===== src/rtl/fetch_controller.sv =====
// Instruction-fetch sequencer: owns the PC, handshakes with instruction memory,
// applies redirects and load-use stalls, and latches a sticky fault on timeout or bad target.
module fetch_controller #(
    parameter logic [31:0] RESET_PC    = 32'h0000_0000,
    parameter int unsigned MEM_TIMEOUT = 15
) (
    input  logic        clock,
    input  logic        reset,
    input  logic        branch_taken,
    input  logic [31:0] branch_target,
    input  logic        hazard_stall,
    input  logic        imem_ready,
    output logic [31:0] pc_out,
    output logic        imem_req,
    output logic        pc_write,
    output logic        ifid_write,
    output logic        ifid_flush,
    output logic        fetch_error,
    output logic [15:0] flush_count
);

    typedef enum logic [1:0] {
        IDLE  = 2'd0,
        FETCH = 2'd1,
        WAIT  = 2'd2,
        HALT  = 2'd3
    } state_t;

    localparam logic [7:0] TIMEOUT = 8'(MEM_TIMEOUT);

    state_t      r_state;
    logic [31:0] r_pc;
    logic        r_imem_req;
    logic        r_fetch_error;
    logic [15:0] r_flush_count;
    logic [7:0]  r_wait_cnt;

    state_t      w_state_next;
    logic [31:0] w_pc_next;
    logic        w_imem_req_next;
    logic        w_fetch_error_next;
    logic [15:0] w_flush_count_next;
    logic [7:0]  w_wait_cnt_next;
    logic        w_aligned;

    assign w_aligned = (branch_target[1:0] == 2'b00);

    always_ff @(posedge clock) begin
        if (!reset) begin
            r_state       <= IDLE;
            r_pc          <= RESET_PC;
            r_imem_req    <= 1'b0;
            r_fetch_error <= 1'b0;
            r_flush_count <= 16'd0;
            r_wait_cnt    <= 8'd0;
        end else begin
            r_state       <= w_state_next;
            r_pc          <= w_pc_next;
            r_imem_req    <= w_imem_req_next;
            r_fetch_error <= w_fetch_error_next;
            r_flush_count <= w_flush_count_next;
            r_wait_cnt    <= w_wait_cnt_next;
        end
    end

    always_comb begin
        w_state_next       = r_state;
        w_pc_next          = r_pc;
        w_fetch_error_next = r_fetch_error;
        w_flush_count_next = r_flush_count;
        w_wait_cnt_next    = r_wait_cnt;
        pc_write           = 1'b0;
        ifid_write         = 1'b0;
        ifid_flush         = 1'b0;

        case (r_state)
            IDLE: begin
                ifid_flush   = 1'b1;
                w_state_next = FETCH;
            end
            FETCH, WAIT: begin
                if (branch_taken) begin
                    ifid_flush = 1'b1;
                    if (w_aligned) begin
                        pc_write           = 1'b1;
                        w_pc_next          = branch_target;
                        w_flush_count_next = (r_flush_count == 16'hFFFF) ? r_flush_count
                                                                          : r_flush_count + 16'd1;
                        w_wait_cnt_next    = 8'd0;
                        w_state_next       = FETCH;
                    end else begin
                        w_fetch_error_next = 1'b1;
                        w_state_next       = HALT;
                    end
                end else if (hazard_stall) begin
                    // Stall freezes everything, including a partially elapsed wait count.
                    w_state_next = r_state;
                end else if (imem_ready) begin
                    pc_write        = 1'b1;
                    ifid_write      = 1'b1;
                    w_pc_next       = r_pc + 32'd4;
                    w_wait_cnt_next = 8'd0;
                    w_state_next    = FETCH;
                end else if (r_state == FETCH) begin
                    w_wait_cnt_next = 8'd1;
                    w_state_next    = WAIT;
                end else if (r_wait_cnt == TIMEOUT) begin
                    w_fetch_error_next = 1'b1;
                    w_state_next       = HALT;
                end else begin
                    w_wait_cnt_next = r_wait_cnt + 8'd1;
                end
            end
            HALT: begin
                ifid_flush = 1'b1;
            end
            default: begin
                ifid_flush   = 1'b1;
                w_state_next = IDLE;
            end
        endcase

        // Reset is synchronous for state, but the pipeline must see a bubble during it.
        if (!reset) begin
            pc_write   = 1'b0;
            ifid_write = 1'b0;
            ifid_flush = 1'b1;
        end
    end

    assign w_imem_req_next = (w_state_next == FETCH) || (w_state_next == WAIT);

    assign pc_out      = r_pc;
    assign imem_req    = r_imem_req;
    assign fetch_error = r_fetch_error;
    assign flush_count = r_flush_count;

endmodule


===== config.mk =====
export PLATFORM = sky130hd
export DESIGN_NAME = fetch_controller
export DESIGN_NICKNAME = d
export VERILOG_FILES = /design/src/rtl/fetch_controller.sv
export SDC_FILE = /design/constraint.sdc
export NUM_CORES = 1
export LEC_CHECK = 0
export BUFFER_PORTS_ARGS = -buffer_cell sky130_fd_sc_hd__buf_2
export CAP_MARGIN = 20
export CORE_ASPECT_RATIO = 0.7
export CORE_MARGIN = 1.5
export CORE_UTILIZATION = 30
export DETAILED_ROUTE_END_ITERATION = 6
export PLACE_DENSITY = 0.46
export SETUP_SLACK_MARGIN = 0.1
export SKIP_LAST_GASP = 1
export SLEW_MARGIN = 20
export SYNTH_ARGS = -nofsm -noshare
export SYNTH_HDL_FRONTEND = slang
export SYNTH_SLANG_ARGS = --single-unit

===== constraint.sdc =====
create_clock -name clock -period 3.86 [get_ports clock]
set_input_delay 0.386 -clock clock [delete_from_list [all_inputs] [get_ports clock]]
set_output_delay 0.386 -clock clock [all_outputs]
set_load 0.005 [all_outputs]

======== Word-level counts from Yosys, hierarchy flattened ========
Index checks and enable logic that the tools add are counted.
storage, ports and cells
  input bits .............................. 37
  flip-flop bits (word level) ............. 60
  output and inout port bits .............. 53
  word-level logic and storage cells ...... 69
operators by class
  bitwise logic cells ..................... 1
  equality and inequality tests ........... 13
  multiplexer cells ....................... 35
  $add $sub $neg .......................... 3
  reductions and logical operators ........ 11
operators with widths
  kind                   count
  $mux 32                4
  $mux 8                 6
  $add 32x3->32 const B  1
  $mux 1                 17
  $add 16x1->16 const B  1
  $eq 16x16->1 const B   1
  $mux 2                 6
  $reduce_and 4->1       3
  $add 8x1->8 const B    1
  $eq 8x4->1 const B     1
  $ne 2x2->1 const B     4
  $eq 2x2->1 const B     3
  $reduce_and 6->1       1
  $eq 2x1->1 const B     2
  $logic_not 2->1        2
  $ne 4x4->1 const B     1
  $pmux 2 s2             1
  $reduce_bool 2->1      2
  $reduce_or 2->1        2
  $ne 2x1->1 const B     1
  $pmux 1 s2             1
  $logic_or 1x1->1       1
  $not 1->1              1

======== Depth between registers and ports, before layout ========
  depth after elaboration ................. 9
  gate-level depth with buffers ........... 9
  depth with buffers taken out ............ 7

======== Worst setup path after synthesis ========
No wires, ideal clock.
  path kind ............................... reg-to-reg
  start point ............................. register r_state[0]
  end point ............................... register r_flush_count[15] (netlist: flush_count[15])
  setup time .............................. 115 ps
  slack ................................... 1630 ps
  arrival ................................. 2115 ps
  buffers on the path ..................... 1
  data required time ...................... 3745 ps
  cell stages (with the launch flop) ...... 9
  period minus slack after synthesis ...... 2230 ps
  cells stage by stage .................... dfxtp_1 -> inv_1 -> ha_1 -> buf_2 -> nand4bb_4 -> or3_4 -> or4_1 -> xnor2_1 -> and2_1
on the way
  longest elaborated chain between the ends .. 3
  elaborated cells between the ends (all ways) .. 4
  classes of those cells .................. eq/ne (2); reduce/logical (2)
ends and longest elaborated chain
  element                                   line  text
  start, declared                           31    state_t r_state;
  start signal, assigned                    57    r_state <= w_state_next;
  $eq 2x1->1 or $eq 2x2->1 (tied branches)  76    case (r_state)
  $reduce_or 2->1 (*)                       76
  $reduce_and 4->1 (no line) (*)            --
  end signal, assigned                      61    r_flush_count <= w_flush_count_next;
  end, declared                             35    logic [15:0] r_flush_count;
Every way passes the cells marked *; elsewhere a longest branch is shown, timed or not.
A chain may end at the register's enable or synchronous reset.

======== Worst setup path after layout ========
  start point ............................. register r_state[0]
  end point ............................... output port ifid_write
on the way
  longest elaborated chain between the ends .. 4
  elaborated cells between the ends (all ways) .. 5
  classes of those cells .................. eq/ne (2); mux (2); reduce/logical (1)
ends and longest elaborated chain
  element                                   line  text
  $eq 2x1->1 or $eq 2x2->1 (tied branches)  76
  $reduce_or 2->1 (*)                       76
  $mux 1 (*)                                76
  $mux 1 (*)                                124   if (!reset) begin
  end, declared                             16    output logic ifid_write,
Marked as above.

==> results.cfg <==
[drt]
wl_per_cell_um = 16.4
drc = 0
wl_mm = 11.0
firstDrtPassIters = 4
initialDrtViolationCount = 242
vias = 3583
vias_per_cell = 5.35
ant_nets = 0

[cells_and_area]
drive_gt1_frac = 0.240
area_growth_pct = 24.3
seq_area_um2 = 1200
diodes = 0
fillCellCount = 1197
multi_input_area_um2 = 2120
utilization = 0.387
final_nets = 555

[sta]
slew_headroom = 0.520
slew_viol_final = 0
post-route-period-util = 0.697
setup_tns_ps = 0
setup_viol = 0
fin_skew_ps = 7.18
hold_viol_final = 0
rsz0062_at_grt = false
worstMarginPinSlew_ps = 702
final.min_clock_period_ps = 2690
fmax_mhz = 372

[pwr]
power.total_w = 0.00169
max-vdd-ir-drop_uv = 218
p_per_area_nw_per_um2 = 392
p_leak_nw = 1.67

[logic_synthesis]
yosysWarnings = 0
synth-main-ff-cell = dfxtp_1
synth_area_um2 = 3460
synthesis.area_per_instance_um2 = 8.02
syn_nets = 475
synth_edf_count = 0
netlist_instances = 432
ys_ff_latch = 60
synth.yosys.seq_area_share = 0.347
synthDistinctLibCells = 65
synth_top_area_cell = dfxtp_1
synth.area.top_cells = dfxtp_1 35%, nor2_1 5.4%, xnor2_1 4.6%
ys_async_sr_fraction = 0
synth_top_area_frac = 0.347

[worst_setup_path]
worstPathArrival_ps = 2300
cp_max_fo = 10
start_kind = flip-flop
cp-end-kind = primary output
path_cells = inv_1, ha_1, nor3b_1, nand2_1, inv_1, buf_2
max_stage_delay_ps = 580
cpMostUsedCell = inv_1
cp_slowest_cell = nor3b_1
criticalPathCategory = reg2out
worstPathRequired_ps = 3470
rr_worst_depth = 7

[die]
dieWidth_um = 131
die_h_um = 92.9
core_um2 = 11100
die_area_um2 = 12200
rows = 32
initial_utilization = 0.311
pin_count = 90

[flow_run]
cap_violations = 0

[cts]
htree_levels = 3
postCtsResizedCells = 0
cts_root_buffer = clkbuf_16
postCtsSetupRepairBufs = 0
clock_latency_ps = 330
cts_hold_buf = 0
clk_pin_slew_ps = 50
tritoncts = done
cts.sinks = 60
cts_buffers = 9
clockBufferDepth = 2

[grt]
grt_pass1_wl_mm = 17.6
overflow = 0
antenna_found_initial = 0
grtUsageTotal = 0.183
grt_pass1_vias = 3210
grt_max_degree = 41

[worst_hold_path]
hold_path_depth = 3
hold_class = in2reg

[placed_design]
io_buffers = 89
gp_congestion = 0.797
place.detailed.hpwl_mm = 7.64

[run_status]
status = completed
==> worst paths after layout <==
path | startpoint | end | slack [ps]
hold / removal | branch_target[21] | pc_out[21]$_SDFFE_PN0P_ | 330
hold reg to reg | pc_out[0]$_SDFFE_PN0P_ | pc_out[0]$_SDFFE_PN0P_ | 480
setup reg to reg | r_state[0]$_SDFF_PN0_ | flush_count[15]$_SDFFE_PN0P_ | 1290
setup / recovery | r_state[0]$_SDFF_PN0_ | ifid_write | 1170
==> stage by stage <==
stage | hold slack (ps) | cells | setup WS (ps) | area [um2]
finish | 334 | 670 | 1170 | 4310
floorplan | 460 | 432 | 1630 | 3460
detailed placement | 472 | 654 | 1290 | 4040
global route | 339 | 670 | 1000 | 4310
global placement | 482 | 654 | 1310 | 4040
CTS | 323 | 670 | 1180 | 4310
==> synthesized netlist by cell type, types with 3 or more instances <==
cell type  count
o21ai_0       25
or4_1          5
and4_1         3
inv_1         10
nor2_1        50
nand2_1       27
o21a_1         5
mux2i_1        3
a221oi_1       4
nor2b_1        3
nor3b_1        6
nand2b_1       4
a31oi_1        6
buf_2          8
or3_1          7
nand4_1       15
xnor2_1       18
a211oi_1       5
o22ai_1        3
buf_1          3
a41oi_1        3
ha_1           6
and2_1         4
a22o_1         4
and3_1         9
nor4_1        12
dfxtp_1       60
o21ai_1        3
nand3_1       21
a21oi_1       28
clkbuf_1      14
a311oi_1       3
nor3_1        13
o31ai_1        4
==> layer usage <==
layer / global-route usage / share of wire / up-vias
met3: 0.0482 / 0.052 / 15
li1: - / - / 1789
met2: 0.247 / 0.40 / 110
met1: 0.275 / 0.53 / 1669
met4: 0.0583 / 0.016 / 0
met5: 0 / 0 / -
==> power by group <==
group / leakage [nW] / switching [W] / internal, W
Sequential: 0.485 / 0.0000355 / 0.000650
Clock: 0.135 / 0.000290 / 0.000447
Combinational: 1.05 / 0.000155 / 0.000113
Total: 1.67 / 0.000480 / 0.00121
==> worst max-delay path, delay by kind of cell (launching register included) <==
family / cells / cell delay [ps]
adders and majority gates: 1 / 490
and+or+nand+nor: 2 / 790
buffers and inverters: 3 / 280
DFF: 1 / 410
==> sequential cells by signal (all words and copies together), names as in the netlist <==
signal / count
pc_out: 32
flush_count: 16
r_wait_cnt: 8
r_state: 2
fetch_error: 1
imem_req: 1
==> cell families (layout without fill, tap and decap cells) <==
logic type / Yosys count / in the layout / share of synthesized area
simple gates: 191 / 191 / 0.304
compound gates: 116 / 116 / 0.225
flops: 60 / 60 / 0.347
buf+inv: 36 / 121 / 0.0423
xor+xnor: 19 / 19 / 0.0480
fa+ha+maj: 6 / 6 / 0.0217
mux: 4 / 4 / 0.0119
==> cells in the final DEF (no fill, tap or decap), types with 5 or more instances in the layout <==
master      n
a21oi_1    28
nor4_1     12
nand4_1    15
ha_1        6
nand2_1    27
a211oi_1    5
a31oi_1     6
or3_1       7
or4_1       5
nor3_1     13
and3_1      9
nor3b_1     6
nor2_1     50
nand3_1    21
o21a_1      5
dfxtp_1    60
xnor2_1    18
buf_4       6
inv_1      10
buf_2      89
clkbuf_16   9
o21ai_0    25
==> cell type report <==
type                    instances  share of cell area
well taps                     153              0.0445
clock inverters                 5             0.00639
repair buffers                 95               0.114
inverters                      10             0.00872
multi-input cells             336               0.491
flip-flops and latches         60               0.279
clock buffers                  11              0.0564
No activity file was read; power rests on OpenSTA's default activity.
